`src/rtl/d16_uart.sv`:
```
// d16_uart: memory-mapped 8N1 UART on the d16 data bus with 4-entry TX/RX FIFOs.
// Map: 0 DATA, 1 STATUS, 2 DIV, 3 reserved; o_irq follows RX FIFO non-empty.

module d16_uart_fifo #(
    parameter int unsigned AW = 2,
    parameter int unsigned W  = 8
) (
    input  logic         i_clk,
    input  logic         i_reset,
    input  logic         i_push,
    input  logic         i_pop,
    input  logic [W-1:0] i_data,
    output logic [W-1:0] o_data,
    output logic         o_empty,
    output logic         o_full
);
    localparam int unsigned DEPTH = 1 << AW;

    logic [W-1:0]  r_mem [DEPTH];
    logic [AW-1:0] r_wp;
    logic [AW-1:0] r_rp;
    logic [AW:0]   r_cnt;
    logic          w_push;
    logic          w_pop;

    assign o_empty = (r_cnt == '0);
    assign o_full  = (r_cnt == (AW+1)'(DEPTH));
    // Fullness is judged before the edge, so a pop cannot make room for a same-edge push.
    assign w_push  = i_push & ~o_full;
    assign w_pop   = i_pop & ~o_empty;
    assign o_data  = r_mem[r_rp];

    always_ff @(posedge i_clk or posedge i_reset) begin
        if (i_reset) begin
            r_wp  <= '0;
            r_rp  <= '0;
            r_cnt <= '0;
        end else begin
            if (w_push) r_wp <= r_wp + AW'(1);
            if (w_pop)  r_rp <= r_rp + AW'(1);
            case ({w_push, w_pop})
                2'b10:   r_cnt <= r_cnt + (AW+1)'(1);
                2'b01:   r_cnt <= r_cnt - (AW+1)'(1);
                default: r_cnt <= r_cnt;
            endcase
        end
    end

    always_ff @(posedge i_clk) begin
        if (w_push) r_mem[r_wp] <= i_data;
    end
endmodule

module d16_uart #(
    parameter logic [15:0] BASE      = 16'hFF00,
    parameter logic [15:0] DIV_RESET = 16'd103,
    parameter int unsigned FIFO_AW   = 2
) (
    input  logic        i_clk,
    input  logic        i_reset,
    input  logic [15:0] i_wb_addr,
    input  logic        i_wb_cyc,
    input  logic        i_wb_we,
    input  logic [15:0] i_wb_dat,
    output logic [15:0] o_wb_dat,
    output logic        o_sel,
    input  logic        i_rx,
    output logic        o_tx,
    output logic        o_irq
);
    typedef enum logic [1:0] {TX_IDLE, TX_START, TX_DATA, TX_STOP} tx_state_t;
    typedef enum logic [1:0] {RX_IDLE, RX_START, RX_DATA, RX_STOP} rx_state_t;

    logic        w_wr, w_wr_data, w_wr_stat, w_wr_div;
    logic [15:0] r_div;
    logic        r_tx_ovf, r_rx_ovr, r_rx_ferr;
    logic        w_tx_pop, w_tx_empty, w_tx_full, w_tx_done;
    logic [7:0]  w_tx_head;
    logic        w_rx_push, w_rx_pop, w_rx_empty, w_rx_full;
    logic        w_rx_ovr_set, w_rx_ferr_set;
    logic [7:0]  w_rx_head;

    tx_state_t   r_tx_state, w_tx_next;
    logic [15:0] r_tx_ctr;
    logic [2:0]  r_tx_bit;
    logic [7:0]  r_tx_shift;
    logic        w_tx_tick;

    rx_state_t   r_rx_state, w_rx_next;
    logic [15:0] r_rx_ctr;
    logic [2:0]  r_rx_bit;
    logic [7:0]  r_rx_shift;
    logic        r_rx_s1, r_rx_s2, r_rx_prev;
    logic        w_rx_tick, w_rx_fall;

    assign o_sel     = (i_wb_addr[15:2] == BASE[15:2]);
    assign w_wr      = i_wb_cyc & i_wb_we & o_sel;
    assign w_wr_data = w_wr & (i_wb_addr[1:0] == 2'd0);
    assign w_wr_stat = w_wr & (i_wb_addr[1:0] == 2'd1);
    assign w_wr_div  = w_wr & (i_wb_addr[1:0] == 2'd2);
    assign w_rx_pop  = w_wr_stat & i_wb_dat[0];
    assign w_tx_done = w_tx_empty & (r_tx_state == TX_IDLE);
    assign o_irq     = ~w_rx_empty;

    always_comb begin
        o_wb_dat = '0;
        if (o_sel) begin
            case (i_wb_addr[1:0])
                2'd0:    o_wb_dat = {8'h00, w_rx_empty ? 8'h00 : w_rx_head};
                2'd1:    o_wb_dat = {10'd0, r_tx_ovf, r_rx_ferr, r_rx_ovr,
                                     w_tx_done, w_tx_full, ~w_rx_empty};
                2'd2:    o_wb_dat = r_div;
                default: o_wb_dat = '0;
            endcase
        end
    end

    d16_uart_fifo #(.AW(FIFO_AW), .W(8)) u_tx_fifo (
        .i_clk   (i_clk),
        .i_reset (i_reset),
        .i_push  (w_wr_data),
        .i_pop   (w_tx_pop),
        .i_data  (i_wb_dat[7:0]),
        .o_data  (w_tx_head),
        .o_empty (w_tx_empty),
        .o_full  (w_tx_full)
    );

    d16_uart_fifo #(.AW(FIFO_AW), .W(8)) u_rx_fifo (
        .i_clk   (i_clk),
        .i_reset (i_reset),
        .i_push  (w_rx_push),
        .i_pop   (w_rx_pop),
        .i_data  (r_rx_shift),
        .o_data  (w_rx_head),
        .o_empty (w_rx_empty),
        .o_full  (w_rx_full)
    );

    always_ff @(posedge i_clk or posedge i_reset) begin
        if (i_reset) begin
            r_div     <= DIV_RESET;
            r_tx_ovf  <= 1'b0;
            r_rx_ovr  <= 1'b0;
            r_rx_ferr <= 1'b0;
        end else begin
            if (w_wr_div) r_div <= (i_wb_dat < 16'd2) ? 16'd2 : i_wb_dat;
            r_tx_ovf  <= (w_wr_data & w_tx_full) | (r_tx_ovf & ~(w_wr_stat & i_wb_dat[5]));
            r_rx_ovr  <= w_rx_ovr_set | (r_rx_ovr & ~(w_wr_stat & i_wb_dat[3]));
            r_rx_ferr <= w_rx_ferr_set | (r_rx_ferr & ~(w_wr_stat & i_wb_dat[4]));
        end
    end

    // TX: the pop that starts a frame also happens straight out of STOP for gapless streams.
    assign w_tx_tick = (r_tx_ctr == '0);
    assign w_tx_pop  = ~w_tx_empty &
                       ((r_tx_state == TX_IDLE) | ((r_tx_state == TX_STOP) & w_tx_tick));

    always_ff @(posedge i_clk or posedge i_reset) begin
        if (i_reset) r_tx_state <= TX_IDLE;
        else         r_tx_state <= w_tx_next;
    end

    always_comb begin
        w_tx_next = r_tx_state;
        case (r_tx_state)
            TX_IDLE:  if (!w_tx_empty) w_tx_next = TX_START;
            TX_START: if (w_tx_tick) w_tx_next = TX_DATA;
            TX_DATA:  if (w_tx_tick && r_tx_bit == 3'd7) w_tx_next = TX_STOP;
            TX_STOP:  if (w_tx_tick) w_tx_next = w_tx_empty ? TX_IDLE : TX_START;
            default:  w_tx_next = TX_IDLE;
        endcase
    end

    always_comb begin
        o_tx = 1'b1;
        case (r_tx_state)
            TX_START: o_tx = 1'b0;
            TX_DATA:  o_tx = r_tx_shift[0];
            default:  o_tx = 1'b1;
        endcase
    end

    always_ff @(posedge i_clk or posedge i_reset) begin
        if (i_reset) begin
            r_tx_ctr   <= '0;
            r_tx_bit   <= '0;
            r_tx_shift <= '1;
        end else if (w_tx_pop) begin
            r_tx_shift <= w_tx_head;
            r_tx_ctr   <= r_div;
            r_tx_bit   <= '0;
        end else if (r_tx_state != TX_IDLE) begin
            if (w_tx_tick) begin
                r_tx_ctr <= r_div;
                if (r_tx_state == TX_DATA) begin
                    r_tx_shift <= {1'b1, r_tx_shift[7:1]};
                    r_tx_bit   <= r_tx_bit + 3'd1;
                end
            end else begin
                r_tx_ctr <= r_tx_ctr - 16'd1;
            end
        end
    end

    // RX: 2-flop synchronizer plus one flop for falling-edge detection.
    always_ff @(posedge i_clk or posedge i_reset) begin
        if (i_reset) begin
            r_rx_s1   <= 1'b1;
            r_rx_s2   <= 1'b1;
            r_rx_prev <= 1'b1;
        end else begin
            r_rx_s1   <= i_rx;
            r_rx_s2   <= r_rx_s1;
            r_rx_prev <= r_rx_s2;
        end
    end

    assign w_rx_fall    = r_rx_prev & ~r_rx_s2;
    assign w_rx_tick    = (r_rx_ctr == '0);
    assign w_rx_ovr_set = w_rx_push & w_rx_full;

    always_ff @(posedge i_clk or posedge i_reset) begin
        if (i_reset) r_rx_state <= RX_IDLE;
        else         r_rx_state <= w_rx_next;
    end

    always_comb begin
        w_rx_next = r_rx_state;
        case (r_rx_state)
            RX_IDLE:  if (w_rx_fall) w_rx_next = RX_START;
            RX_START: if (w_rx_tick) w_rx_next = r_rx_s2 ? RX_IDLE : RX_DATA;
            RX_DATA:  if (w_rx_tick && r_rx_bit == 3'd7) w_rx_next = RX_STOP;
            RX_STOP:  if (w_rx_tick) w_rx_next = RX_IDLE;
            default:  w_rx_next = RX_IDLE;
        endcase
    end

    always_comb begin
        w_rx_push     = 1'b0;
        w_rx_ferr_set = 1'b0;
        if (r_rx_state == RX_STOP && w_rx_tick) begin
            w_rx_push     = r_rx_s2;
            w_rx_ferr_set = ~r_rx_s2;
        end
    end

    // Loading DIV>>1 minus one while idle puts the start sample DIV>>1 cycles into START.
    always_ff @(posedge i_clk or posedge i_reset) begin
        if (i_reset) begin
            r_rx_ctr   <= '0;
            r_rx_bit   <= '0;
            r_rx_shift <= '0;
        end else if (r_rx_state == RX_IDLE) begin
            r_rx_ctr <= {1'b0, r_div[15:1]} - 16'd1;
            r_rx_bit <= '0;
        end else if (w_rx_tick) begin
            r_rx_ctr <= r_div;
            if (r_rx_state == RX_DATA) begin
                r_rx_shift <= {r_rx_s2, r_rx_shift[7:1]};
                r_rx_bit   <= r_rx_bit + 3'd1;
            end
        end else begin
            r_rx_ctr <= r_rx_ctr - 16'd1;
        end
    end
endmodule

```
`config.mk`:
```
export PLATFORM = sky130hd
export DESIGN_NAME = d16_uart
export DESIGN_NICKNAME = d
export VERILOG_FILES = /design/src/rtl/d16_uart.sv
export SDC_FILE = /design/constraint.sdc
export NUM_CORES = 1
export LEC_CHECK = 0
export ABC_AREA = 1
export CORE_AREA = 2 2 141 143
export DETAILED_ROUTE_END_ITERATION = 12
export DIE_AREA = 0 0 143 145
export DONT_BUFFER_PORTS = 1
export SYNTH_ARGS = -nofsm -noshare
export SYNTH_HDL_FRONTEND = slang
export SYNTH_SLANG_ARGS = --single-unit
export TNS_END_PERCENT = 10
```
`constraint.sdc`:
```
create_clock -name i_clk -period 3.4 [get_ports i_clk]
set_clock_uncertainty 0.05 [all_clocks]
set_input_delay 0.68 -clock i_clk [delete_from_list [all_inputs] [get_ports i_clk]]
set_output_delay 0.68 -clock i_clk [all_outputs]
set_load 0.02 [all_outputs]
```
==> results of run 1 <==
[how the worst max path moves through the flow]
stage / from / to / slack, ps / cells past startpoint
after detailed placement: i_wb_addr[3] / o_wb_dat[7] / 670 / 5
final: u_rx_fifo.r_rp[0] / o_wb_dat[3] / 360 / 5
after CTS: u_rx_fifo.r_rp[0] / o_wb_dat[3] / 340 / 5
after global routing: u_rx_fifo.r_rp[0] / o_wb_dat[3] / 130 / 5
after floorplan: i_reset / async pin / 250 / 1
after global placement: i_wb_addr[5] / o_wb_dat[0] / 700 / 6
[critical path: cells and delay by family, from the launching register on]
kind | cells | cell delay (ps)
buf+inv | 1 | 440
flops | 1 | 570
compound gates | 3 | 790
simple gates | 1 | 70
[state kept, by name, indices dropped and copies added (netlist names), named ones only]
signal and count:
u_rx_fifo.r_mem 32, u_tx_fifo.r_mem 32, r_div 16, r_rx_ctr 16
r_tx_ctr 16, r_rx_shift 8, r_tx_shift 8, r_rx_bit 3
r_tx_bit 3, u_rx_fifo.r_cnt 3, u_tx_fifo.r_cnt 3, r_tx_state 2
u_rx_fifo.r_rp 2, u_rx_fifo.r_wp 2, u_tx_fifo.r_rp 2, u_tx_fifo.r_wp 2
r_rx_ferr 1, r_rx_ovr 1, r_rx_prev 1, r_rx_s1 1
r_rx_s2 1, r_rx_state 1, r_tx_ovf 1
[report_power, final]
part	switching (mW)	total [mW]	leakage, nW	internal, mW
Clock	0.885	1.91	0.293	1.03
Combinational	1.58	2.40	2.16	0.814
Sequential	0.297	2.61	1.74	2.32
[area by class of cell]
type	count	area (µm²)
Fill cell	1853	9780
Sequential cell	158	4290
Multi-Input combinational cell	732	3620
Clock buffer	19	454
Inverter	115	434
Tap cell	265	332
Timing Repair Buffer	21	158
Clock inverter	13	136
[metrics by stage]
stage	setup WS (ps)	instance area, µm²	hold slack [ps]
after floorplan	248	8500	295
after global placement	702	8840	296
after detailed placement	672	8840	298
after CTS	336	9430	182
after global routing	128	9430	180
final	360	9430	196
[layout by cell type, fill, tap and decap left out, drive strengths merged]
| cell | instances |
|---|---|
| a21o | 1 |
| a21oi | 16 |
| a22oi | 1 |
| a31oi | 3 |
| buf | 21 |
| clkbuf | 19 |
| clkinv | 5 |
| dfrtp | 78 |
| dfstp | 16 |
| edfxtp | 64 |
| fa | 2 |
| ha | 24 |
| inv | 123 |
| nand2 | 295 |
| nand3 | 67 |
| nand3b | 3 |
| nand4 | 12 |
| nor2 | 149 |
| nor3 | 15 |
| o211ai | 9 |
| o21ai | 94 |
| o22ai | 11 |
| or2 | 2 |
| xnor2 | 10 |
| xor2 | 18 |
[logic make-up (layout without fill, tap and decap cells)]
kind of cell               Yosys count  count (layout)
adders and majority gates           26              26
buffers and inverters              143             168
DFF                                158             158
and+or+nand+nor                    543             543
AOI/OAI and AO/OA                  135             135
xor gates and xnor gates            28              28
[per-layer routing]
layer,vias up,track usage,routed length [µm]
met5,-,0,0
met4,0,0.0569,308
met3,22,0.0370,796
met2,114,0.326,9680
met1,3184,0.288,9120
li1,3370,-,-
==> impl_results.md, run 1 <==
- First-pass GRT wire length: 33,600 µm
- Synth warnings: 0
- Area contributors post-synth: dfrtp_1 23%, edfxtp_1 23%, nand2_1 13%
- Critical hold path startpoint: i_rx
- Post-synthesis compound-gate area fraction: 0.0862
- Critical-path top delay cell: dfrtp_1
- Synth Area in Simple Gates: 0.271
- WHS Endpoint: r_rx_s1
- Fin. Hold Viols: 0
- Mux cell area share after synthesis: 0
- Nets@finish: 1,108
- Post-CTS Setup Repair Bufs: 0
- Top-count cell post-synth: nand2_1
- Largest family of logic cells by synthesized area: simple AND/OR/NAND/NOR gates
- # rows: 51
- Synth Area in Adders: 0.0400
- Tightest Hold Check Type: input pin to flop
- Die X: 143 µm
- TNS Setup: 0 ps
- GPL Wtd Cong: 0.842
- Starting Density: 0.443
- R2R Path Start: r_tx_ctr[0]
- Syn nets: 1,096
- Final WL: 19,900 µm
- R2R cell count: 14
- Maxcap violations: 0
- Synth cell types: 39
- Max Clk Rate: 329 MHz
- CTS tree: built
- Worst Hold Depth: 0
- Top cell type's share of synthesized area: 0.230
- Antenna Cells: 0
- Final setup violating endpoints: 0
- Worst Setup Start Kind: flop
- CP max FO: 18
- Die Ht: 145 µm
- Crit Path Category: flop to output port
- Final-report max-slew violation count: 0
- Critical-path cell list: inv_1 -> o21ai_0 -> o22ai_1 -> nand2_1 -> a31oi_1
- Finished Layout Cells: 1,323
- Clock Latency Late Sink: 430 ps
- Cell taking the most area after synthesis: dfrtp_1
- R2r setup slk: 740 ps
- Number of global-route vias before repair: 6,542
- CTS-repair resized insts: 0
- Core ar.: 0.0192 mm²
- H-tree depth: 4
- Clock transition at the registers of the reported paths: 70 ps
- Detailed-route via count: 6,690
- Tmin final: 3040 ps
- Data arrival time of the critical path: 2310 ps
- # port buffers: 0
- Pwr/cell area: 734 mW/mm²
- Sinks on Clock Net: 158
- Final core occ: 0.491
- Status: completed
- PnR Total Power: 6.92 mW
- Synth cell count leaders: 286 x nand2_1, 141 x nor2_1, 111 x inv_1, 86 x o21ai_0, 78 x dfrtp_1
- Seq/Total Area, Yosys: 0.505
- Number of synthesized register bits: 158
- Post-Synthesis Cells: 1,033
- Clock Path Buffers: 2
- Antenna-violating nets left: 0
- Post-detail-place hpwl: 14,200 µm
- Number of placed I/O pins: 56
- CTS root buffer: clkbuf_16
- RR Endpoint: u_tx_fifo.r_cnt[2]
- Average wire per cell in the routed design: 15.0 µm
- TritonCTS buffer count: 17
- Grt total ovfl: 0
- Leakage: 4.20 nW
- Drt pass-1 iters: 5
- Die area: 0.0207 mm²
- Placed cell count: 1,291
- Slowest stage delay, CP: 570 ps
- Final period util: 0.894
- Drt drc: 0
- Worst-Margin Slew: 784 ps
- Gr usage total: 0.205
- Area Overhead vs Synth: 10.9%
- Post-synth EDFFs: 64
- Max-slew headroom: 0.478
- Req. time, crit path: 2670 ps
- CTS Hold Bufs: 0
- Worst IR Drop VDD: 0.000397 V
- Mapped Avg Cell Area: 8.23 µm²
- Post-synth design cell area: 0.00850 mm²
- Initial antenna violation count: 0
- CP endpoint kind: output port
- DRT iter0 DRCs: 587
- Post-synth ARST share: 0.595
- RSZ-0062 raised after global routing: false
- Ratio of cells with drive above 1 in the final layout: 0.0898
- Vias/cell: 5.06
- Xor and xnor fraction of the mapped netlist area: 0.0288
- Largest net degree at the start of global routing: 62
- Top_reg_cell synth: dfrtp_1
Power figures use the tool's default switching activity.
==> run 2: changes to the inputs <==
Settings changed: CORE_AREA 2 2 141 143 to 2 2 101 200, DIE_AREA 0 0 143 145 to 0 0 103 202.
==> run 2 against run 1 <==
Compared with the run above: combinational power grew 2%; sequential share of layout area is essentially flat; first-iteration DRC count down 54%; clock power grew 3%; non-clock buffer count down 2; maximum frequency is 1.2% lower; utilization is 0.18 points lower.
==> impl_results.md, run 2 (synthesis gave the netlist of run 1 again) <==
- Status: completed
- Number of global-route vias before repair: 6,949 (+6.2%)
- Tmin final: 3080 ps (+37.6 ps)
- Nets@finish: 1,106 (-0.18%)
- Final setup violating endpoints: 0 (unchanged)
- Worst IR Drop VDD: 0.000423 V (+6.6%)
- DRT iter0 DRCs: 268 (-54%)
- Largest net degree at the start of global routing: 51 (-18%)
- Placed cell count: 1,283 (-0.62%)
- # rows: 72 (+41%)
- First-pass GRT wire length: 35,200 µm (+4.6%)
- Maxcap violations: 0 (unchanged)
- Clock share of power: 0.280 (+0.004)
- CTS root buffer: clkbuf_16
- Antenna Cells: 0 (unchanged)
- Final-report max-slew violation count: 0 (unchanged)
- Post-CTS Setup Repair Bufs: 0 (unchanged)
- Die X: 103 µm (-28%)
- Sinks on Clock Net: 158 (unchanged)
- NetSw: 2.79 mW (+0.90%)
- Largest registers: u_rx_fifo.r_mem (32), u_tx_fifo.r_mem (32)
- Area Overhead vs Synth: 10.9% (about the same)
- Die Ht: 202 µm (+39%)
- Clock transition at the registers of the reported paths: 70 ps (about the same)
- Worst-Margin Slew: 837 ps (+53.4 ps)
- # port buffers: 0 (unchanged)
- Req. time, crit path: 2670 ps (about the same)
- Drt drc: 0 (unchanged)
- Clock Latency Late Sink: 430 ps (about the same)
- Commonest non-fill, non-tap cell in the layout: nand2_1
- Starting Density: 0.441 (-0.00164)
- Final WL: 21,400 µm (+7.3%)
- Pwr/cell area: 745 mW/mm² (+1.5%)
- Internal power: 4.24 mW (+1.9%)
- Drt pass-1 iters: 5 (unchanged)
- Data arrival time of the critical path: 2350 ps (+40 ps)
- Sequential fraction of design power: 0.373 (-0.004)
- Vias/cell: 5.11 (+1.1%)
- TritonCTS buffer count: 17 (unchanged)
- Average wire per cell in the routed design: 16.2 µm (+7.9%)
- R2R cell count: 14 (unchanged)
- Core ar.: 0.0193 mm² (+0.37%)
- Ratio of cells with drive above 1 in the final layout: 0.0881 (-0.00172)
- Detailed-route via count: 6,723 (+0.49%)
- Max Clk Rate: 325 MHz (-1.2%)
- Gr usage total: 0.221 (+0.0162)
- Number of placed I/O pins: 56 (unchanged)
- TNS Setup: 0 ps (unchanged)
- CP max FO: 18 (unchanged)
- Finished Layout Cells: 1,315 (-0.60%)
- Comb power frac: 0.347 (about the same)
- Final period util: 0.905 (+0.0110)
- Most frequent cells in the layout: 286 x nand2_1, 141 x nor2_1, 110 x inv_1
- Worst Setup Start Kind: flop
- CTS tree: built
- H-tree depth: 4 (unchanged)
- CTS Hold Bufs: 0 (unchanged)
- Leakage: 4.19 nW (-0.12%)
- Net Sw Frac: 0.397 (-0.00248)
- Post-detail-place hpwl: 15,800 µm (+11%)
- Initial antenna violation count: 0 (unchanged)
- Crit Path Category: flop to output port
- Fin. Hold Viols: 0 (unchanged)
- Clock Path Buffers: 2 (unchanged)
- CTS-repair resized insts: 0 (unchanged)
- Die area: 0.0208 mm² (+0.34%)
- Tightest Hold Check Type: input pin to async pin
- GPL Wtd Cong: 0.931 (+10%)
- Max-slew headroom: 0.440 (-0.0376)
- Antenna-violating nets left: 0 (unchanged)
- CP endpoint kind: output port
- Grt total ovfl: 0 (unchanged)
- RSZ-0062 raised after global routing: false
run 2: cell count changes in the layout (fill, tap and decap cells not counted), sizes merged:
| cell | change |
|---|---|
| clkbuf | -2 |
| clkinv | +2 |
| clkinvlp | +1 |
| buf | -2 |
| inv | -3 |
| bufinv | +2 |
run 2: worst max-delay path, cell delays in order (launching register included):
cell and delay (ps):
dfrtp_1 590, inv_1 460, nor2_1 110, o22ai_1 240
nand2_1 90, a31oi_1 440
run 2: through the flow:
stage / hold WS, ps / instance area [µm²] / utilization / setup WS (ps) / total power [mW]
3_5_place_dp: 299 / 8830 / 0.458 / 627 / 5.10
3_3_place_gp: 297 / 8830 / 0.458 / 678 / 5.06
4_1_cts: 179 / 9430 / 0.489 / 325 / 7.09
5_1_grt: 176 / 9430 / 0.489 / 181 / 7.57
6_report: 176 / 9430 / 0.489 / 322 / 7.03
2_1_floorplan: 295 / 8500 / - / 248 / 4.58
run 2: layout make-up:
type	instances	area, µm²
clock buffer	17	425
fill	1925	9850
inverter	115	434
sequential	158	4290
tap	259	324
multi-input combinational	732	3620
timing repair buffer	19	155
clock inverter	15	176
run 2: power groups by stage:
stage	sequential, mW	combinational [mW]	clock, mW
finish	2.62	2.44	1.97
global route	2.66	2.84	2.07
CTS	2.62	2.46	2.01
detailed placement	2.65	2.45	0
global placement	2.65	2.41	0
floorplan	2.53	2.05	0
run 2: path summary, 6_finish.rpt:
| kind | startpoint | to | slack (ps) |
|---|---|---|---|
| worst max register to register | r_tx_ctr[0] | u_tx_fifo.r_cnt[2] | 730 |
| worst min-delay path | i_reset | r_rx_shift[0] | 180 |
| min in group i_clk | i_rx | r_rx_s1 | 190 |
| worst max-delay path | u_rx_fifo.r_rp[0] | o_wb_dat[3] | 320 |
| max in group asynchronous | i_reset | r_div[0] | 2370 |
| worst min register to register | r_rx_s1 | r_rx_s2 | 310 |
run 2: routing by layer:
layer  track usage  up-vias  wire [µm]
li1              -     3357          -
met1         0.229     3226       7850
met2         0.422      100      12300
met3        0.0318       40        585
met4        0.0945        0        630
met5             0        -          0
==> run 3: changes to the inputs <==
==> constraint.sdc (replaced) <==
create_clock -name i_clk -period 3.4 [get_ports i_clk]
set_clock_uncertainty 0.05 [all_clocks]
set_input_delay 0.51 -clock i_clk [delete_from_list [all_inputs] [get_ports i_clk]]
set_output_delay 0.51 -clock i_clk [all_outputs]
set_load 0.02 [all_outputs]
==> run 3 against run 2 <==
Compared with the run above: worst hold slack got worse by 150 ps; via count down 1.4%; maximum frequency increased by 10%; utilization is essentially flat; routed wire length is 2.9% lower; first-iteration DRC count up 25%; cell area about the same; sequential power about the same; cell count unchanged; critical path depth stayed put; total power decreased by 0.85%; sequential share of layout area about the same; critical endpoint unchanged; largest cell class unchanged.
==> impl_results.md, run 3 (synthesis gave the netlist of run 1 again) <==
- CTS Hold Bufs: 0 (unchanged)
- Number of placed I/O pins: 56 (unchanged)
- Ratio of cells with drive above 1 in the final layout: 0.0881 (unchanged)
- # port buffers: 0 (unchanged)
- Vias/cell: 5.04 (-1.4%)
- R2R Path Start: r_tx_ctr[0]
- Die X: 103 µm (unchanged)
- TNS Setup: 0 ps (unchanged)
- TritonCTS buffer count: 17 (unchanged)
- Clock Path Buffers: 2 (unchanged)
- Cell family with most CP delay: compound AO/OA/AOI/OAI gates
- WHS Endpoint: r_rx_s1
- Worst Setup Start Kind: flop
- Final-report max-slew violation count: 0 (unchanged)
- FF+latch area: 0.00429 mm² (unchanged)
- Starting Density: 0.441 (unchanged)
- Max-slew headroom: 0.321 (-0.119)
- R2R cell count: 14 (unchanged)
- Net Sw Frac: 0.394 (-0.00308)
- Critical hold path startpoint: i_rx
- Post-CTS Setup Repair Bufs: 0 (unchanged)
- Nets@finish: 1,106 (unchanged)
- Final WL: 20,700 µm (-2.9%)
- Initial antenna violation count: 0 (unchanged)
- H-tree depth: 4 (unchanged)
- Data arrival time of the critical path: 2240 ps (-110 ps)
- Sinks on Clock Net: 158 (unchanged)
- Detailed-route via count: 6,630 (-1.4%)
- Clock transition at the registers of the reported paths: 60 ps (about the same)
- Clock Latency Late Sink: 430 ps (about the same)
- Commonest non-fill, non-tap cell in the layout: nand2_1
- NetSw: 2.75 mW (-1.6%)
- CP endpoint kind: output port
- Fin. Hold Viols: 0 (unchanged)
- Die Ht: 202 µm (unchanged)
- Setup ws final: 604 ps (+282 ps)
- Clock share of power: 0.278 (-0.002)
- Internal power: 4.22 mW (-0.35%)
- Tmin final: 2800 ps (-282 ps)
- Maxcap violations: 0 (unchanged)
- Drt pass-1 iters: 4 (-1)
- Core ar.: 0.0193 mm² (unchanged)
- First-pass GRT wire length: 33,300 µm (-5.2%)
- GPL Wtd Cong: 0.911 (-2.1%)
- Pwr/cell area: 739 mW/mm² (-0.81%)
- Critical-path cell list: inv_1 -> o21ai_0 -> o22ai_1 -> nand2_1 -> a31oi_1
- DRT iter0 DRCs: 334 (+25%)
- CTS tree: built
- Final setup violating endpoints: 0 (unchanged)
- Average wire per cell in the routed design: 15.8 µm (-2.9%)
- Status: completed
- R2r setup slk: 820 ps (+90 ps)
- CP max FO: 11 (-7)
- Footprint of the multi-input gates: 0.00362 mm² (unchanged)
- Largest net degree at the start of global routing: 57 (+12%)
- Grt total ovfl: 0 (unchanged)
- Tightest Hold Check Type: input pin to flop
- Hold Worst Slack: 30.1 ps (-146 ps)
- Critical-path top delay cell: dfrtp_1
- Post-detail-place hpwl: 15,300 µm (-2.6%)
- Die area: 0.0208 mm² (unchanged)
- Leakage: 4.19 nW (about the same)
- Final core occ: 0.489 (about the same)
- CTS root buffer: clkbuf_16
- Gr usage total: 0.210 (-0.0109)
- Antenna-violating nets left: 0 (unchanged)
- CTS-repair resized insts: 0 (unchanged)
- RR Endpoint: u_tx_fifo.r_cnt[2]
- # rows: 72 (unchanged)
- Max Clk Rate: 358 MHz (+10%)
- Number of global-route vias before repair: 6,679 (-3.9%)
- Buf/Inv on CP: 1 (unchanged)
- Largest registers: u_rx_fifo.r_mem (32), u_tx_fifo.r_mem (32)
- Crit Path Category: flop to output port
- Drt drc: 0 (unchanged)
- Comb power frac: 0.350 (+0.003)
- Filler cells: 1,904 (-1.1%)
- Sequential fraction of design power: 0.372 (about the same)
- RSZ-0062 raised after global routing: false
- Final period util: 0.822 (-0.0829)
- Worst Hold Depth: 0
- Most frequent cells in the layout: 286 x nand2_1, 141 x nor2_1, 110 x inv_1
- Antenna Cells: 0 (unchanged)
- Worst-Margin Slew: 1020 ps (+179 ps)
- Slowest stage delay, CP: 530 ps (-60 ps)
- Req. time, crit path: 2840 ps (+170 ps)
- DP Worst Slack: 791 ps (+164 ps)
- Area Overhead vs Synth: 10.8% (about the same)
- Worst IR Drop VDD: 0.000517 V (+22%)
- PnR Total Power: 6.97 mW (-0.85%)
-- run 3: cell count changes in the layout (fill, tap and decap cells not counted), sizes merged --
cell / before / now
clkbuf: 17 / 19
bufinv: 2 / 1
clkinv: 7 / 6
clkinvlp: 1 / 0
inv: 120 / 121
-- run 3: layout make-up --
type,instances,area share
multi-input cells,732,0.384
flip-flops and latches,158,0.456
repair buffers,19,0.0165
clock inverters,13,0.0153
clock buffers,19,0.0482
well taps,259,0.0344
inverters,115,0.0461
-- run 3: per-layer routing --
layer	vias up	routed length [µm]	track usage
met5	-	0	0
met4	0	727	0.0977
met3	44	546	0.0353
met2	94	11800	0.394
met1	3131	7680	0.218
li1	3361	-	-
-- run 3: power by group through the flow --
| stage | Clock, mW | Sequential, mW | Combinational, mW |
|---|---|---|---|
| global placement | 0 | 2.61 | 2.45 |
| floorplan | 0 | 2.53 | 2.05 |
| detailed placement | 0 | 2.62 | 2.47 |
| finish | 1.94 | 2.59 | 2.44 |
| CTS | 1.97 | 2.59 | 2.48 |
| global route | 2.04 | 2.62 | 2.81 |
-- run 3: stage by stage --
step / std cells / instance area [µm²]
global placement: 1283 / 8830
CTS: 1315 / 9430
global route: 1315 / 9430
floorplan: 1033 / 8500
detailed placement: 1283 / 8830
finish: 1315 / 9430
-- run 3: worst max-delay path by stage --
stage / startpoint / to / slack (ps) / cells after the start
final: u_rx_fifo.r_rp[1] / o_wb_dat[3] / 600 / 5
after CTS: r_tx_state[0] / o_wb_dat[2] / 640 / 7
after floorplan: i_reset / async pin / 420 / 1
after global placement: i_wb_addr[7] / o_wb_dat[7] / 830 / 5
after detailed placement: i_wb_addr[7] / o_wb_dat[7] / 790 / 5
after global routing: u_rx_fifo.r_rp[1] / o_wb_dat[0] / 510 / 5
